**src/rtl/cpu_pkg.sv**
```systemverilog
// ============================================================================
// Module      : cpu_pkg
// Description : Shared definitions for the CPU memory stage: access-width
//               encodings, memory-stage FSM states, the write-back packet
//               and the byte-lane offset helper.
// Revision    : 1.0 - initial release
// ============================================================================
`default_nettype none

package cpu_pkg;

    // Access width encodings (2'd3 is treated as a word access)
    localparam logic [1:0] DIGIT_WORD = 2'd0;
    localparam logic [1:0] DIGIT_HALF = 2'd1;
    localparam logic [1:0] DIGIT_BYTE = 2'd2;

    typedef enum logic [0:0] {
        ST_IDLE = 1'b0,
        ST_REQ  = 1'b1
    } state_t;

    typedef struct packed {
        logic [31:0] data;
        logic [4:0]  rd;
        logic        regwr;
    } wb_pkt;

    // Lane offset actually used for the access: halves are forced onto a
    // half-word boundary and words onto a word boundary, so misaligned
    // addresses are truncated rather than split across words.
    function automatic logic [1:0] eff_off(input logic [1:0] digit,
                                           input logic [1:0] off);
        logic [1:0] r;
        case (digit)
            DIGIT_BYTE: r = off;
            DIGIT_HALF: r = {off[1], 1'b0};
            default:    r = 2'd0;
        endcase
        return r;
    endfunction

endpackage

`default_nettype wire

```
**src/rtl/mem_lane_align.sv**
```systemverilog
// ============================================================================
// Module      : mem_lane_align
// Description : Combinational byte-lane steering for the memory stage.
//               Store side shifts the low-aligned write mask and data up to
//               the addressed lanes; load side shifts the read word down and
//               extracts / sign- or zero-extends the byte, half or word.
// Ports       : i_st_wea, i_st_sdata, i_st_off -> o_st_we, o_st_wdata
//               i_ld_rdata, i_ld_off, i_ld_digit, i_ld_sign -> o_ld_data
// Revision    : 1.0 - initial release
// ============================================================================
`default_nettype none

module mem_lane_align
    import cpu_pkg::*;
(
    input  logic [3:0]  i_st_wea,
    input  logic [31:0] i_st_sdata,
    input  logic [1:0]  i_st_off,
    output logic [3:0]  o_st_we,
    output logic [31:0] o_st_wdata,
    input  logic [31:0] i_ld_rdata,
    input  logic [1:0]  i_ld_off,
    input  logic [1:0]  i_ld_digit,
    input  logic        i_ld_sign,
    output logic [31:0] o_ld_data
);

    logic [31:0] w_ld_shift;

    assign o_st_we    = i_st_wea << i_st_off;
    assign o_st_wdata = i_st_sdata << {i_st_off, 3'b000};
    assign w_ld_shift = i_ld_rdata >> {i_ld_off, 3'b000};

    always_comb begin
        o_ld_data = w_ld_shift;
        case (i_ld_digit)
            DIGIT_BYTE: o_ld_data = {{24{i_ld_sign & w_ld_shift[7]}},  w_ld_shift[7:0]};
            DIGIT_HALF: o_ld_data = {{16{i_ld_sign & w_ld_shift[15]}}, w_ld_shift[15:0]};
            default:    o_ld_data = w_ld_shift;
        endcase
    end

endmodule

`default_nettype wire

```
**src/rtl/mem_access_stage.sv**
```systemverilog
// ============================================================================
// Module      : mem_access_stage
// Description : Pipeline memory stage. Accepts one EX result per cycle when
//               idle, issues req/ack accesses to a single-ported data memory
//               for loads/stores (stalling upstream meanwhile), and emits a
//               one-cycle write-back packet per instruction.
// Ports       : clk, rst_n (async active-low)
//               in_*   : EX-stage instruction fields
//               stall  : upstream hold (decoded from state)
//               mem_*  : data memory request / response
//               wb_*   : write-back packet, misalign_exc : trap pulse
// Config      : `MISALIGN_TRAP_EN - trap misaligned half/word accesses
//               instead of truncating the low address bits.
// Revision    : 1.0 - initial release
// ============================================================================
`default_nettype none

module mem_access_stage
    import cpu_pkg::*;
#(
    parameter int ADDR_W = 32,
    parameter int DATA_W = 32
) (
    input  logic              clk,
    input  logic              rst_n,
    input  logic              in_valid,
    input  logic [DATA_W-1:0] in_alu,
    input  logic [DATA_W-1:0] in_sdata,
    input  logic [3:0]        in_wea,
    input  logic              in_memrd,
    input  logic [1:0]        in_digit,
    input  logic              in_sign,
    input  logic [4:0]        in_rd,
    input  logic              in_regwr,
    output logic              stall,
    output logic              mem_req,
    output logic [ADDR_W-3:0] mem_addr,
    output logic [3:0]        mem_we,
    output logic [DATA_W-1:0] mem_wdata,
    input  logic              mem_ack,
    input  logic [DATA_W-1:0] mem_rdata,
    output logic              wb_valid,
    output logic [DATA_W-1:0] wb_data,
    output logic [4:0]        wb_rd,
    output logic              wb_regwr,
    output logic              misalign_exc
);

    state_t      r_state;
    wb_pkt       r_wb;       // packet presented on wb_* outputs
    wb_pkt       r_pend;     // captured alu/rd/regwr of the outstanding access
    logic        r_is_load;
    logic [1:0]  r_ld_off;
    logic [1:0]  r_ld_digit;
    logic        r_ld_sign;

    logic        w_is_store;
    logic        w_is_mem;
    logic        w_misalign;
    logic [1:0]  w_st_off;
    logic [3:0]  w_st_we;
    logic [31:0] w_st_wdata;
    logic [31:0] w_ld_data;

    // A store mask wins over a simultaneous load flag
    assign w_is_store = (in_wea != 4'b0000);
    assign w_is_mem   = w_is_store | in_memrd;
    assign w_st_off   = eff_off(in_digit, in_alu[1:0]);

`ifdef MISALIGN_TRAP_EN
    assign w_misalign = w_is_mem &&
                        (((in_digit == DIGIT_HALF) && in_alu[0]) ||
                         (((in_digit == DIGIT_WORD) || (in_digit == 2'd3)) &&
                          (in_alu[1:0] != 2'b00)));
`else
    assign w_misalign = 1'b0;
`endif

    mem_lane_align u_align (
        .i_st_wea   (in_wea),
        .i_st_sdata (in_sdata),
        .i_st_off   (w_st_off),
        .o_st_we    (w_st_we),
        .o_st_wdata (w_st_wdata),
        .i_ld_rdata (mem_rdata),
        .i_ld_off   (r_ld_off),
        .i_ld_digit (r_ld_digit),
        .i_ld_sign  (r_ld_sign),
        .o_ld_data  (w_ld_data)
    );

    assign stall    = (r_state == ST_REQ);
    assign wb_data  = r_wb.data;
    assign wb_rd    = r_wb.rd;
    assign wb_regwr = r_wb.regwr;

    always_ff @(posedge clk or negedge rst_n) begin
        if (!rst_n) begin
            r_state      <= ST_IDLE;
            r_wb         <= '0;
            r_pend       <= '0;
            r_is_load    <= 1'b0;
            r_ld_off     <= 2'd0;
            r_ld_digit   <= 2'd0;
            r_ld_sign    <= 1'b0;
            mem_req      <= 1'b0;
            mem_addr     <= '0;
            mem_we       <= 4'b0000;
            mem_wdata    <= '0;
            wb_valid     <= 1'b0;
            misalign_exc <= 1'b0;
        end else begin
            wb_valid     <= 1'b0;
            misalign_exc <= 1'b0;
            case (r_state)
                ST_IDLE: begin
                    if (in_valid) begin
                        if (!w_is_mem) begin
                            wb_valid <= 1'b1;
                            r_wb     <= '{data: in_alu, rd: in_rd, regwr: in_regwr};
                        end else if (w_misalign) begin
                            wb_valid     <= 1'b1;
                            misalign_exc <= 1'b1;
                            r_wb         <= '{data: in_alu, rd: in_rd, regwr: 1'b0};
                        end else begin
                            r_state    <= ST_REQ;
                            mem_req    <= 1'b1;
                            mem_addr   <= in_alu[ADDR_W-1:2];
                            mem_we     <= w_is_store ? w_st_we : 4'b0000;
                            mem_wdata  <= w_st_wdata;
                            r_pend     <= '{data: in_alu, rd: in_rd, regwr: in_regwr};
                            r_is_load  <= ~w_is_store;
                            r_ld_off   <= w_st_off;
                            r_ld_digit <= in_digit;
                            r_ld_sign  <= in_sign;
                        end
                    end
                end
                ST_REQ: begin
                    if (mem_ack) begin
                        r_state  <= ST_IDLE;
                        mem_req  <= 1'b0;
                        mem_we   <= 4'b0000;
                        wb_valid <= 1'b1;
                        r_wb     <= '{data:  r_is_load ? w_ld_data : r_pend.data,
                                      rd:    r_pend.rd,
                                      regwr: r_is_load & r_pend.regwr};
                    end
                end
                default: r_state <= ST_IDLE;
            endcase
        end
    end

endmodule

`default_nettype wire

```
**config.mk**
```make
export PLATFORM = sky130hd
export DESIGN_NAME = mem_access_stage
export DESIGN_NICKNAME = d
export VERILOG_FILES = /design/src/rtl/cpu_pkg.sv /design/src/rtl/mem_lane_align.sv /design/src/rtl/mem_access_stage.sv
export SDC_FILE = /design/constraint.sdc
export NUM_CORES = 1
export LEC_CHECK = 0
export ABC_AREA = 1
export BUFFER_PORTS_ARGS = -buffer_cell sky130_fd_sc_hd__buf_2
export CORE_ASPECT_RATIO = 2
export CORE_MARGIN = 4
export CORE_UTILIZATION = 29
export CTS_CLUSTER_DIAMETER = 200
export DETAILED_ROUTE_END_ITERATION = 10
export GPL_TIMING_DRIVEN = 0
export PLACE_DENSITY = 0.61
export SYNTH_ARGS = -nofsm -noshare
export SYNTH_HDL_FRONTEND = slang
export SYNTH_HIERARCHICAL = 1
export SYNTH_SLANG_ARGS = --single-unit
```
**constraint.sdc**
```tcl
create_clock -name clk -period 1.8 [get_ports clk]
set_clock_uncertainty 0.05 [all_clocks]
set_input_delay 0.18 -clock clk [delete_from_list [all_inputs] [get_ports clk]]
set_output_delay 0.18 -clock clk [all_outputs]
set_load 0.01 [all_outputs]
```
======== Yosys cells after proc, flatten, opt, wreduce, memory -nomap -nowiden ========
Index checks and enable logic that the tools add are counted.
word-level totals
  register bits after elaboration ......... 151
  output and inout bits ................... 108
  bits of input ports ..................... 114
  logic and storage cells ................. 61
cells by class
  bitwise logic cells ..................... 6
  muxes and demuxes ....................... 24
  equal/unequal tests ..................... 8
  shifts and indexed selects .............. 3
  reductions and logical operators ........ 4
operator list
  operator                                        number
  2-to-1 mux 38 bit                               3
  case mux 38 bit (2 select lines)                1
  case mux 32 bit (2 select lines)                1
  2-to-1 mux 32 bit                               1
  << shifter 32 x 5 -> 32 bit                     1
  right shift 32 x 5 -> 32 bit                    1
  2-to-1 mux 4 bit                                4
  2-to-1 mux 1 bit                                9
  AND reduction 3 bit                             3
  != test 2 bit (second input constant)           4
  case mux 4 bit (2 select lines)                 1
  case mux 1 bit (2 select lines)                 3
  == test 2 x 1 -> 1 bit (second input constant)  2
  == test 2 bit (second input constant)           2
  case mux 2 bit (2 select lines)                 1
  nonzero test 4 bit                              1
  << shifter 4 x 2 -> 4 bit                       1
  bitwise AND 1 bit                               3
  NOT 1 bit                                       2
  OR 1 bit                                        1

======== Longest topological paths before layout ========
Gate-level depths: netlist of run 1.
  depth after elaboration ................. 7
  depth in mapped cells ................... 12
  mapped depth without buffers ............ 11

======== Modules after synthesis ========
Netlist of run 1, hierarchy kept.
modules (own cells, without submodules)
  module            area an instance (µm²)  times used  cells an instance  sequential area each (µm²)
  mem_access_stage  5719.2                  1           718                3027.9
  mem_lane_align    1456.4                  1           284                0.0

======== Worst setup path before layout of run 1 ========
OpenSTA, ideal clock, no wires.
  kind .................................... register to register
  from .................................... register r_ld_digit[0]
  to ...................................... register r_wb, in the netlist wb_data[23]
  arrival time ............................ 1.621 ns
  data required time ...................... 1.684 ns
  buffers on the path ..................... 1
  setup time .............................. 0.066 ns
  cell stages (with the launch flop) ...... 13
  setup slack ............................. 0.063 ns
  period minus slack after synthesis ...... 1.737 ns
  cells stage by stage .................... dfrtp_1 inv_1 ha_1 inv_2 nand2_1 nor2_1 nand3_4 buf_6 nand3_1 nor2_1 o21ai_0 nand2_1 nand2_1
on the way
  longest elaborated chain between the ends .. 5
  elaborated cells on any way between the ends .. 6
  classes of those cells .................. 2 x eq/ne; 4 x mux
ends and longest elaborated chain
  element                                                         RTL line                 source
  start: declaration                                              mem_access_stage.sv:54   logic [1:0] r_ld_digit;
  start signal: assignment                                        mem_access_stage.sv:134  r_ld_digit <= in_digit;
  == test 2 x 1 -> 1 bit / == test 2 bit (equally long branches)  mem_lane_align.sv:36     case (i_ld_digit)
  case mux 32 bit (2 select lines) (*)                            mem_lane_align.sv:36
  named net w_ld_data[23]                                         mem_access_stage.sv:63   logic [31:0] w_ld_data;
  2-to-1 mux 32 bit (*)                                           mem_access_stage.sv:145  r_wb <= '{data: r_is_load ? w_ld_data : r_pend.data,
  2-to-1 mux 38 bit (*)                                           mem_access_stage.sv:140  if (mem_ack) begin
  case mux 38 bit (2 select lines) (*)                            mem_access_stage.sv:115  case (r_state)
  end signal: assignment                                          mem_access_stage.sv:120  r_wb <= '{data: in_alu, rd: in_rd, regwr: in_regwr};
  end signal: assignment                                          mem_access_stage.sv:124  r_wb <= '{data: in_alu, rd: in_rd, regwr: 1'b0};
  end signal: assignment                                          mem_access_stage.sv:145
  end: declaration                                                mem_access_stage.sv:50   wb_pkt r_wb;
The timed path passes the listed nets; every way through them passes the cells marked *. The select of a mux whose other input is x is not followed.
A chain may end at the register's enable or synchronous reset.

======== Final worst setup path of run 1 ========
  from .................................... register r_ld_digit[1]
  to ...................................... register r_wb, in the netlist wb_data[11]
The elaborated chain is that of the path after synthesis.

==> impl_metrics.toml, run 1 <==
[worst_setup_path]
timing.rr.end = "wb_data[11]$_DFFE_PN0P_"
worst_r2r_path_depth = 12
critical_path_arrival_ns = 2.17
path_class = "flop to flop"
crit_path_end_kind = "flop"
worstPathMaxFanout = 7
crit_path_end = "wb_data[11]$_DFFE_PN0P_"
reg2reg_from = "r_ld_digit[1]$_DFFE_PN0P_"
worstPathRequired_ns = 2.13
critPathLaunch = "r_ld_digit[1]$_DFFE_PN0P_"
start_kind = "flop"
ff2ff_setup_slack_ns = -0.04

[timing]
rsz0062_at_grt = "true"
setup-violations-final = 8
fin_ws_ns = -0.0371
min_period_ns = 1.84
finalHoldViolCount = 0
max_slew_margin_pct = 57.5
max_freq_ghz = 0.544
final.setup.tns_ns = -0.127
tightest_slew_ns = 0.637
slew_viol_final = 0
min_period_over_period_pct = 102

[final_layout]
finalNonFillerCells = 1649
area_growth_syn_to_layout_pct = 40.9
fin_util_pct = 41.4
final_nets = 1418
drive_gt1_share_pct = 30.7
num-fill-cells = 2578

[routing]
dr.pass1.iters = 6
drc = 0
wire_per_inst_um = 18.7
finalWirelength_um = 30800
drtIter0Drc = 437
viasPerCell = 4.89
vias = 8062
ant_nets = 0

[synth]
netlist_area_um2 = 7180
yosysWarningCount = 6
avgSynthCellArea_um2 = 7.16
synth_edf_count = 0
synth_common_cells = "nand2_1, nand3_1, dfrtp_1, o21ai_0, nor2_1"
synth.top_cell.area_share_pct = 42.2
async_flop_share_pct = 100
synth_nets = 1120
ys_types = 30
synth_area_leaders = "dfrtp_1, nand2_1, nand3_1"
ys_ff_latch = 121
ys_seq_area_share_pct = 42.2
synthCells = 1002
ys.flop_type = "dfrtp_1"
synth_area_leader_cell = "dfrtp_1"
yosysMostFrequentCell = "nand2_1"

[placement]
place_hpwl_um = 23800
finalWeightedCongestion = 0.965
numPortBuffers = 220
place_inst = 1555

[floorplanning]
die_h_um = 230
row_count = 81
num_io_pins = 222
die_w_um = 119
start_util_pct = 29.4
dieArea_um2 = 27500
core_um2 = 24400

[power_and_ir_drop]
p_per_area_nw_per_um2 = 1110
ir_drop_uv = 725
leakagePower_nw = 5.52

[clock_network]
cts_buffers = 17
clk_pin_slew_ns = 0.06
cts_sinks = 121
cts_root_buf = "clkbuf_16"
tritoncts = "yes"
clk_latency_ns = 0.44
htreeDepth = 4
cts.path.max_buffers = 2

[status]
status = "complete, but fails checks"
violations = "setup timing"

[grt]
grt_overflow = 0
grt_max_degree = 83
grt_pass1_wl_um = 46700
antenna_found_initial = 5
grt_pass1_vias = 8196
track_usage_pct = 22.5

[worst_hold_path]
hold_path_class = "primary input to flop"

[job]
drv_cap = 0
[final cells by class]
class / count / area [um2] / share of cell area, %
inverters: 42 / 163 / 1.61
well taps: 332 / 415 / 4.11
diodes: 4 / 10.0 / 0.0990
repair buffers: 279 / 1760 / 17.4
clock buffers: 17 / 425 / 4.21
multi-input cells: 734 / 3500 / 34.6
plain buffers: 105 / 657 / 6.50
flip-flops and latches: 121 / 3030 / 29.9
clock inverters: 15 / 153 / 1.51
[registers in the layout, summed over array words and instances, names as in the netlist, 2 cells and up]
signal	count
r_pend	9
mem_addr	29
r_ld_digit	2
wb_data	32
mem_we	4
r_ld_off	2
mem_wdata	32
wb_rd	5
[worst min-delay path by stage]
stage | start | endpoint | depth (start not counted)
after detailed placement | rst_n | wb_data[7]$_DFFE_PN0P_ | 1
after global routing | in_alu[0] | wb_data[0]$_DFFE_PN0P_ | 5
after floorplan | rst_n | mem_addr[0]$_DFFE_PN0P_ | 0
final | in_alu[0] | wb_data[0]$_DFFE_PN0P_ | 5
after global placement | mem_ack | stall$_DFF_PN0_ | 2
after CTS | in_alu[0] | wb_data[0]$_DFFE_PN0P_ | 5
[logic make-up after synthesis]
logic type | Yosys count | share of synthesized area (%)
AO/OA/AOI/OAI | 162 | 12.6
other | 1 | 0.0523
AND/OR/NAND/NOR | 567 | 33.4
flip-flops | 121 | 42.2
adder cells (fa/ha/maj) | 4 | 0.697
buffers and inverters | 147 | 11.0
[critical path, cell delays in order (launching register included)]
cell	delay, ns
dfrtp_1	0.41
ha_4	0.27
inv_4	0.07
nand2_2	0.06
nor2_4	0.09
nand3_4	0.14
buf_12	0.17
buf_16	0.12
nand2_1	0.06
nor2_1	0.05
o21ai_1	0.14
nand2_1	0.08
nand2_1	0.06
[metrics by stage]
step | total power, W | hold WS, ns | area [um2] | setup slack, ns
after floorplan | 0.00590 | -0.166 | 7180 | 0.0634
after global placement | 0.00742 | 0.324 | 8690 | -1.24
after detailed placement | 0.00748 | 0.0723 | 8730 | -0.507
after CTS | 0.0112 | 0.0309 | 9890 | -0.0250
after global routing | 0.0119 | 0.0831 | 10100 | -0.136
final | 0.0113 | 0.0605 | 10100 | -0.0371
[cell usage in the layout, fill, tap and decap left out, types with 3 or more instances in the layout]
cell,synthesis,layout
nand2_1,345,340
buf_2,34,250
nand3_1,137,130
dfrtp_1,121,121
o21ai_0,97,77
nor2_1,62,53
buf_4,40,46
dlygate4sd3_1,0,43
inv_1,39,36
o21ai_1,10,28
o211ai_1,19,19
clkbuf_16,0,18
a21oi_1,17,17
a22oi_1,17,16
clkbuf_1,16,14
buf_6,6,11
nand3_2,5,11
buf_1,8,8
or2_2,7,7
nor2_2,1,7
nand2_2,2,6
nor2_4,2,5
clkinv_2,0,5
diode_2,0,4
clkinv_4,0,4
inv_2,3,4
clkbuf_4,0,3
[timing repair]
item,4_1_cts,5_1_grt
endpoints found under the hold margin,85,0
gates resized for setup,34,43
hold buffers,43,0
buffers inserted,7,5
pin swaps,24,40
setup endpoints to repair,26,29
gates cloned,2,1
[power breakdown]
group | total, W | switching (W) | leakage, nW | internal, W
clock network | 0.00341 | 0.00138 | 0.283 | 0.00203
registers | 0.00385 | 0.000456 | 1.51 | 0.00340
logic | 0.00399 | 0.00228 | 3.73 | 0.00171
total | 0.0113 | 0.00411 | 5.52 | 0.00714
[layer usage]
layer | global-route usage [%] | wire (um)
met1 | 21.2 | 10500
met2 | 42.7 | 17000
met3 | 4.63 | 1370
met4 | 14.9 | 1980
met5 | 0 | 0
(Power assumes the default switching activity.)
==> run 2: changes to the inputs <==
--- a/config.mk
+++ b/config.mk
@@ -13,7 +13,7 @@
 export CTS_CLUSTER_DIAMETER = 200
 export DETAILED_ROUTE_END_ITERATION = 10
 export GPL_TIMING_DRIVEN = 0
-export PLACE_DENSITY = 0.61
+export PLACE_DENSITY = 0.6
 export SYNTH_ARGS = -nofsm -noshare
 export SYNTH_HDL_FRONTEND = slang
 export SYNTH_HIERARCHICAL = 1
==> impl_metrics.toml, run 2 (same netlist as run 1, synthesis figures left out) <==
[status]
violations = "setup timing"
status = "complete, but fails checks"

[worst_setup_path]
reg2reg_from = "r_ld_digit[1]$_DFFE_PN0P_"
worstPathRequired_ns = 2.12
critical_path_arrival_ns = 2.17
crit_path_end_kind = "flop"
start_kind = "flop"
worst_r2r_path_depth = 9
path_class = "flop to flop"
worstPathMaxFanout = 10
timing.rr.end = "wb_data[28]$_DFFE_PN0P_"
ff2ff_setup_slack_ns = -0.05

[routing]
dr.pass1.iters = 4
wire_per_inst_um = 18.6
drtIter0Drc = 431
dr_wl_met2_um = 17100
topRoutingLayerUsed = "met5"
finalWirelength_um = 30500
drc = 0
viasPerCell = 4.79
met1_length_um = 10200
vias = 7852
wl_met3_um = 1440
ant_nets = 0

[final_layout]
drive_gt1_share_pct = 29.9
area_growth_syn_to_layout_pct = 39.2
layout_common_cells = "nand2_1, buf_2, nand3_1"
final_nets = 1407
layout_commonest_cell = "nand2_1"
num-fill-cells = 2627
multi_input_area_um2 = 3460
regArea_um2 = 3030

[placement]
place_hpwl_um = 23700
post-place-ws_ns = -0.547
numPortBuffers = 220
finalWeightedCongestion = 0.972

[timing]
max_freq_ghz = 0.541
rsz0062_at_grt = "true"
min_period_ns = 1.85
final.setup.tns_ns = -0.0705
min_period_over_period_pct = 103
tightest_slew_ns = 0.653
hold_slack_ns = 0.0231
fin_ws_ns = -0.0497
max_slew_margin_pct = 56.5
finalHoldViolCount = 0
slew_viol_final = 0
setup-violations-final = 4

[clock_network]
cts.path.max_buffers = 2
cts_root_buf = "clkbuf_16"
cts_buffers = 17
tritoncts = "yes"
clk_pin_slew_ns = 0.06
cts_sinks = 121
htreeDepth = 4
clk_latency_ns = 0.43

[floorplanning]
start_util_pct = 29.4
die_h_um = 230
num_io_pins = 222
dieArea_um2 = 27500
core_um2 = 24400
die_w_um = 119
row_count = 81

[grt]
antenna_found_initial = 6
track_usage_pct = 22.2
grt_pass1_wl_um = 46100
grt_max_degree = 87
grt_pass1_vias = 7987
grt_overflow = 0

[power_and_ir_drop]
leakagePower_nw = 5.46
power_w = 0.0114
ir_drop_uv = 670
p_per_area_nw_per_um2 = 1140

[worst_hold_path]
min_from = "in_rd[4]"
holdPathEnd = "r_pend[5]$_DFFE_PN0P_"
whs_path_depth = 3
hold_path_class = "primary input to flop"

[job]
drv_cap = 0
-- run 2: worst max path at each step --
stage	from	to	slack, ns	cells after the start
floorplan	r_ld_digit[0]$_DFFE_PN0P_	wb_data[23]$_DFFE_PN0P_	0.06	12
global placement	rst_n	mem_wdata[11]$_DFFE_PN0P_	-1.26	1
detailed placement	in_digit[0]	mem_wdata[24]$_DFFE_PN0P_	-0.55	12
CTS	r_ld_digit[0]$_DFFE_PN0P_	wb_data[21]$_DFFE_PN0P_	-0.03	12
global route	r_ld_digit[1]$_DFFE_PN0P_	wb_data[26]$_DFFE_PN0P_	-0.1	11
finish	r_ld_digit[1]$_DFFE_PN0P_	wb_data[28]$_DFFE_PN0P_	-0.05	9
-- run 2: routing by layer --
layer	vias up	track usage, %
li1	3823	-
met4	2	13.6
met1	3659	21.5
met2	292	42.2
met3	76	4.63
met5	-	0
-- run 2: what timing repair did --
item | CTS | global route
pin swaps | 8 | 34
setup buffers | 3 | 0
hold endpoints to repair | 77 | 0
setup endpoints to repair | 31 | 28
gates resized for setup | 27 | 37
cloned | 1 | 1
hold buffers | 42 | 0
-- run 2: worst max-delay path, stage by stage, from the launching register on --
cell,delay [ns]
dfrtp_1,0.43
ha_4,0.28
nor3_2,0.27
nand2_4,0.13
buf_8,0.17
nand3_2,0.06
nor2_2,0.05
o21ai_0,0.21
nand2_1,0.08
nand2_1,0.06
-- run 2: area by class of cell --
class	count	share of cell area (%)
buffer	105	6.55
multi-input combinational	734	34.7
inverter	42	1.60
timing repair buffer	268	16.3
clock buffer	20	4.57
antenna	5	0.125
sequential	121	30.3
tap	332	4.16
clock inverter	12	1.73
-- run 2: per-stage QoR --
stage / instance area, um2 / instances / util (%)
floorplan: 7180 / 1002 / -
global placement: 8690 / 1554 / 35.6
detailed placement: 8730 / 1555 / 35.7
CTS: 9870 / 1633 / 40.4
global route: 9990 / 1638 / 40.9
finish: 9990 / 1639 / 40.9
-- run 2: power breakdown --
group | internal (W) | switching (W)
combinational | 0.00162 | 0.00221
sequential | 0.00340 | 0.000476
clock | 0.00238 | 0.00129
